## src/rtl/instruction_fetch_unit_if.sv

```systemverilog
// AXI4 read-only bus (AR and R channels) between the fetch unit and instruction memory.
interface instruction_fetch_unit_if;
  logic [31:0] s_axi_araddr;
  logic [1:0]  s_axi_arburst;
  logic [3:0]  s_axi_arid;
  logic [7:0]  s_axi_arlen;
  logic        s_axi_arvalid;
  logic        s_axi_arready;
  logic [31:0] s_axi_rdata;
  logic        s_axi_rvalid;
  logic        s_axi_rready;

  modport master (
    output s_axi_araddr, s_axi_arburst, s_axi_arid, s_axi_arlen, s_axi_arvalid, s_axi_rready,
    input  s_axi_arready, s_axi_rdata, s_axi_rvalid
  );

  modport slave (
    input  s_axi_araddr, s_axi_arburst, s_axi_arid, s_axi_arlen, s_axi_arvalid, s_axi_rready,
    output s_axi_arready, s_axi_rdata, s_axi_rvalid
  );
endinterface

```

## src/rtl/instruction_fetch_unit.sv

```systemverilog
// Single-beat AXI4 instruction fetcher holding one outstanding read at a time.
// Optional IFU_ALIGN_CHECK_EN: refuse fetch requests whose address is not word aligned.
module instruction_fetch_unit (
  input  logic                             clk,
  input  logic                             resetn,
  input  logic                             fetch_enable,
  input  logic [31:0]                      fetch_addr,
  output logic [31:0]                      instruction,
  output logic                             instr_valid,
  instruction_fetch_unit_if.master         axi
);

  typedef enum logic [1:0] {IDLE, ADDR, DATA, VALID} state_t;

  state_t      state_q, state_d;
  logic [31:0] addr_q, addr_d;
  logic [31:0] instr_q, instr_d;
  logic        req_ok;

`ifdef IFU_ALIGN_CHECK_EN
  assign req_ok = fetch_enable && (fetch_addr[1:0] == 2'b00);
`else
  assign req_ok = fetch_enable;
`endif

  always_ff @(posedge clk or negedge resetn) begin
    if (!resetn) begin
      state_q <= IDLE;
      addr_q  <= 32'h0;
      instr_q <= 32'h0;
    end else begin
      state_q <= state_d;
      addr_q  <= addr_d;
      instr_q <= instr_d;
    end
  end

  // A redirect to a new address goes straight back to ADDR; a refused one falls to IDLE.
  always_comb begin
    state_d = state_q;
    addr_d  = addr_q;
    instr_d = instr_q;
    case (state_q)
      IDLE: begin
        if (req_ok) begin
          addr_d  = fetch_addr;
          state_d = ADDR;
        end
      end
      ADDR: begin
        if (axi.s_axi_arready) state_d = DATA;
      end
      DATA: begin
        if (axi.s_axi_rvalid) begin
          instr_d = axi.s_axi_rdata;
          if (!fetch_enable) begin
            state_d = IDLE;
          end else if (fetch_addr == addr_q) begin
            state_d = VALID;
          end else if (req_ok) begin
            addr_d  = fetch_addr;
            state_d = ADDR;
          end else begin
            state_d = IDLE;
          end
        end
      end
      VALID: begin
        if (!fetch_enable) begin
          state_d = IDLE;
        end else if (fetch_addr != addr_q) begin
          if (req_ok) begin
            addr_d  = fetch_addr;
            state_d = ADDR;
          end else begin
            state_d = IDLE;
          end
        end
      end
      default: state_d = IDLE;
    endcase
  end

  // Outputs decode straight from registered state, so reset clears them asynchronously.
  assign axi.s_axi_arvalid = (state_q == ADDR);
  assign axi.s_axi_araddr  = {addr_q[31:2], 2'b00};
  assign axi.s_axi_arlen   = 8'h00;
  assign axi.s_axi_arburst = 2'b01;
  assign axi.s_axi_arid    = 4'h0;
  assign axi.s_axi_rready  = (state_q == DATA);
  assign instr_valid       = (state_q == VALID);
  assign instruction       = instr_q;

endmodule

```

## src/flat_wrapper.sv

```systemverilog
// flat-port wrapper written by rule: the top's interface ports become plain ports
module instruction_fetch_unit_flat 
  (clk, resetn, fetch_enable, fetch_addr, instruction, instr_valid, axi_s_axi_araddr, axi_s_axi_arburst, axi_s_axi_arid, axi_s_axi_arlen, axi_s_axi_arvalid, axi_s_axi_rready, axi_s_axi_arready, axi_s_axi_rdata, axi_s_axi_rvalid);
  instruction_fetch_unit_if axi_i ();
  input  logic clk;
  input  logic resetn;
  input  logic fetch_enable;
  input  logic [31:0] fetch_addr;
  output logic [31:0] instruction;
  output logic instr_valid;
  output wire logic [$bits(axi_i.s_axi_araddr)-1:0] axi_s_axi_araddr;
  output wire logic [$bits(axi_i.s_axi_arburst)-1:0] axi_s_axi_arburst;
  output wire logic [$bits(axi_i.s_axi_arid)-1:0] axi_s_axi_arid;
  output wire logic [$bits(axi_i.s_axi_arlen)-1:0] axi_s_axi_arlen;
  output wire logic [$bits(axi_i.s_axi_arvalid)-1:0] axi_s_axi_arvalid;
  output wire logic [$bits(axi_i.s_axi_rready)-1:0] axi_s_axi_rready;
  input wire logic [$bits(axi_i.s_axi_arready)-1:0] axi_s_axi_arready;
  input wire logic [$bits(axi_i.s_axi_rdata)-1:0] axi_s_axi_rdata;
  input wire logic [$bits(axi_i.s_axi_rvalid)-1:0] axi_s_axi_rvalid;
  assign axi_s_axi_araddr = axi_i.s_axi_araddr;
  assign axi_s_axi_arburst = axi_i.s_axi_arburst;
  assign axi_s_axi_arid = axi_i.s_axi_arid;
  assign axi_s_axi_arlen = axi_i.s_axi_arlen;
  assign axi_s_axi_arvalid = axi_i.s_axi_arvalid;
  assign axi_s_axi_rready = axi_i.s_axi_rready;
  assign axi_i.s_axi_arready = axi_s_axi_arready;
  assign axi_i.s_axi_rdata = axi_s_axi_rdata;
  assign axi_i.s_axi_rvalid = axi_s_axi_rvalid;
  instruction_fetch_unit u_core (.clk(clk), .resetn(resetn), .fetch_enable(fetch_enable), .fetch_addr(fetch_addr), .instruction(instruction), .instr_valid(instr_valid), .axi(axi_i));
endmodule
```

## config.mk

```make
export PLATFORM = sky130hd
export DESIGN_NAME = instruction_fetch_unit_flat
export DESIGN_NICKNAME = d
export VERILOG_FILES = /design/src/rtl/instruction_fetch_unit_if.sv /design/src/rtl/instruction_fetch_unit.sv /design/src/flat_wrapper.sv
export SDC_FILE = /design/constraint.sdc
export NUM_CORES = 1
export LEC_CHECK = 0
export ABC_CLOCK_PERIOD_IN_PS = 5550
export BUFFER_PORTS_ARGS = -buffer_cell sky130_fd_sc_hd__buf_4
export CORE_UTILIZATION = 54
export CTS_CLUSTER_SIZE = 10
export DETAILED_ROUTE_END_ITERATION = 6
export HOLD_SLACK_MARGIN = 0.06
export PLACE_DENSITY = 0.9
export SLEW_MARGIN = 20
export SYNTH_ARGS = -nofsm -noshare
export SYNTH_HDL_FRONTEND = slang
export SYNTH_SLANG_ARGS = --single-unit
```

## constraint.sdc

```tcl
create_clock -name clk -period 5.55 [get_ports clk]
set_input_delay 0.2775 -clock clk [delete_from_list [all_inputs] [get_ports clk]]
set_output_delay 0.2775 -clock clk [all_outputs]
set_load 0.01 [all_outputs]
```

==> flow_summary.ini <==
[setup_path]
crit_slowest_cell = and4_1
critical_path.max_fanout = 22
critPathMaxStageDelay_ns = 0.60
worst-setup-path-type = register to register
critical_path.endpoint_type = register
crit_family = simple AND/OR/NAND/NOR gates
arrival_time_of_data_at_the_critical_path_endpoint_ns = 2.91
timing.critical_path.cells = xor2_1 > nor4_1 > and4_1 > buf_4 > a41oi_4 > mux2_4
critPathLaunchType = register
worst-path-buf-inv = 1
required_ns = 5.79

[sta]
grt_setup_unrepaired = false
final.setup_skew_ns = 0.007990
fmaxAchievable_mhz = 374.4
final_critical_path_setup_slack_ns = 2.879
worst_pin_slew_ns = 1.046
period_minus_slack_ns = 2.671
hold_violations = 3
final.period_utilization = 0.4812
setup_total_negative_slack_ns = 0
maxSlewViolCount = 0
final_hold_slack_ns = -0.004212
final-setup-viol-count = 0
relSlewSlack = 0.3029

[finish]
total_of_fill_cells_in_the_finished_design = 603
share_of_layout_cells_above_drive_strength_1 = 0.3655
area_added_between_synthesis_and_finish_pct = 20.99
insertedDiodeCount = 0
seq_area_sq_um = 1652
multi_input_area_sq_um = 2247
post_layout_nets = 596

[power]
cellPowerDensity_nw_per_um2 = 614.0
peakVddDrop_v = 0.0004360
power_leakage_nw = 2.535

[placed_design]
hpwl_um = 7647
dp_slack_ns = 3.019
place.port_buffers = 133
gpl.final_weighted_congestion = 0.7714

[grt]
grt_first_pass_wirelength_um = 19000
pin_count_of_the_biggest_net_entering_global_routing = 67
first_global_vias = 3861
initial_antenna_violation_count = 0
grt.total_usage = 0.2842
grt-ovfl-total = 0

[logic_synthesis]
post_synth_main_area_contributors = dfrtp_1 (38%), and3_1 (9.2%), buf_4 (8.2%)
yosysUniqueCellTypes = 28
number_of_standard_cells_after_synthesis = 448
asyncSetResetFlopFracSynth = 1.000
synth_top_cell_by_area = dfrtp_1
synth-seq-area-share = 0.3775
synthMostInstantiatedCell = dfrtp_1
ys_warnings = 0
synth.top_cells.by_count = dfrtp_1 (66), and3_1 (64), buf_4 (48), nand4_1 (34)
avgSynthCellArea_sq_um = 9.767
synth_area_sq_um = 4375
synth_edf_count = 0
netlist.area_leader.share = 0.3775
postSynthRegisterBits = 66
ys_dominant_reg_cell = dfrtp_1

[run]
max-cap-violations = 0

[floorplanning]
placement_rows = 32
die-width_um = 92.02
die_area_sq_um = 8467
die_h_um = 92.02
start_util = 0.5633
core-area_sq_um = 7767
number_of_top_level_pins = 150

[clock_tree]
clockRootBuffer = clkbuf_8
worst_setup_hold_path_clk_slew_ns = 0.08
insertion_delay_ns = 0.35
h-tree-depth = 3
post_cts_buffers = 0
max-clock-path-buffers = 2
tritoncts_num_sinks = 66
tritoncts.num_buffers = 9
tritoncts = done
hold_buffers = 0
cts_resized = 0

[route]
dr_total_vias = 3965
via_per_inst = 6.294
drt-pass1-iter-count = 4
drt_drc_violations_left = 0
drt-wirelength-per-cell_um = 18.77
drt_iter0_markers = 386
totalWireLength_um = 11820
drtAntennaViolNets = 0

[worst_hold_path]
min_path_type = input pin to async pin

[outcome]
violations = negative hold slack
status = complete, but fails checks
-- power by group --
part / switching, W / internal (W) / total (W)
Combinational: 0.000957 / 0.000879 / 0.00184
Sequential: 0.000247 / 0.000744 / 0.000991
Clock: 0.000212 / 0.000211 / 0.000423
-- flip-flops by register name, summed over array words and instances (netlist names) --
name,count
u_core.addr_q,32
u_core.instruction,32
u_core.state_q,2
-- through the flow --
stage	hold slack (ns)	util	instance area (sq um)	instances	power [W]
after floorplan	-0.01809	-	4428	462	0.002268
after global placement	0.4368	0.6542	5081	614	0.002724
after detailed placement	0.4523	0.6545	5084	614	0.002808
after CTS	0.07045	0.6804	5285	630	0.003247
after global routing	0.09444	0.6815	5294	630	0.003469
final	-0.004212	0.6815	5294	630	0.003251
-- cell families (layout without fill, tap and decap cells) --
kind of cell / Yosys count / count (layout) / synth area share
DFF: 66 / 66 / 0.3775
buffers and inverters: 95 / 161 / 0.1250
adders and majority gates: 4 / 4 / 0.01144
muxes: 33 / 33 / 0.08579
AOI/OAI and AO/OA: 71 / 71 / 0.1370
and+or+nand+nor: 145 / 145 / 0.1976
other: 2 / 16 / 0.001716
xor gates and xnor gates: 32 / 32 / 0.06406
-- final cells by class --
type | count | area share
Clock buffer | 9 | 0.02340
Multi-Input combinational cell | 301 | 0.4245
Clock inverter | 7 | 0.01465
Sequential cell | 66 | 0.3120
Tap cell | 102 | 0.02411
Inverter | 6 | 0.004254
Timing Repair Buffer | 139 | 0.1971
-- path summary, 6_finish.rpt --
kind / startpoint / end / slack (ns) / cells past startpoint
min in group clk: axi_s_axi_rdata[10] / u_core.instruction[10] / 0.15 / 2
worst max register to register: u_core.addr_q[9] / u_core.state_q[0] / 2.88 / 6
max in group asynchronous: resetn / u_core.instruction[20] / 4.93 / 1
worst max-delay path: u_core.addr_q[9] / u_core.state_q[0] / 2.88 / 6
worst min-delay path: resetn / u_core.addr_q[4] / -0.004 / 1
worst min register to register: u_core.instruction[15] / u_core.instruction[15] / 0.51 / 1
-- cells in the final DEF (no fill, tap or decap) --
cell type   instances
a41oi_4             1
clkinvlp_4          1
nand3_1            32
o221a_4             1
nand4_1            34
nand2_2             1
buf_4             139
bufinv_16           1
and3_1             64
o221ai_2            1
a211oi_1           32
nand2b_1            1
nor2_1              2
inv_6               2
clkinv_4            2
mux2_2             32
o2111ai_1          32
and4_1              2
o2bb2ai_1           1
dfrtp_1            66
mux2_4              1
nor4_1              8
clkbuf_8            9
clkinv_2            1
a41oi_1             1
conb_1             16
xor2_1             32
o221ai_1            1
ha_1                4
a21oi_1             1
inv_1               6
or2_2               1
-- metal layers --
layer | up-vias | share of wire | global-route usage
met4 | 0 | 0.028 | 0.1250
met1 | 1936 | 0.39 | 0.3549
met5 | - | 0 | 0
met2 | 206 | 0.49 | 0.4608
li1 | 1794 | - | -
met3 | 29 | 0.090 | 0.07711
(Power assumes the default switching activity.)
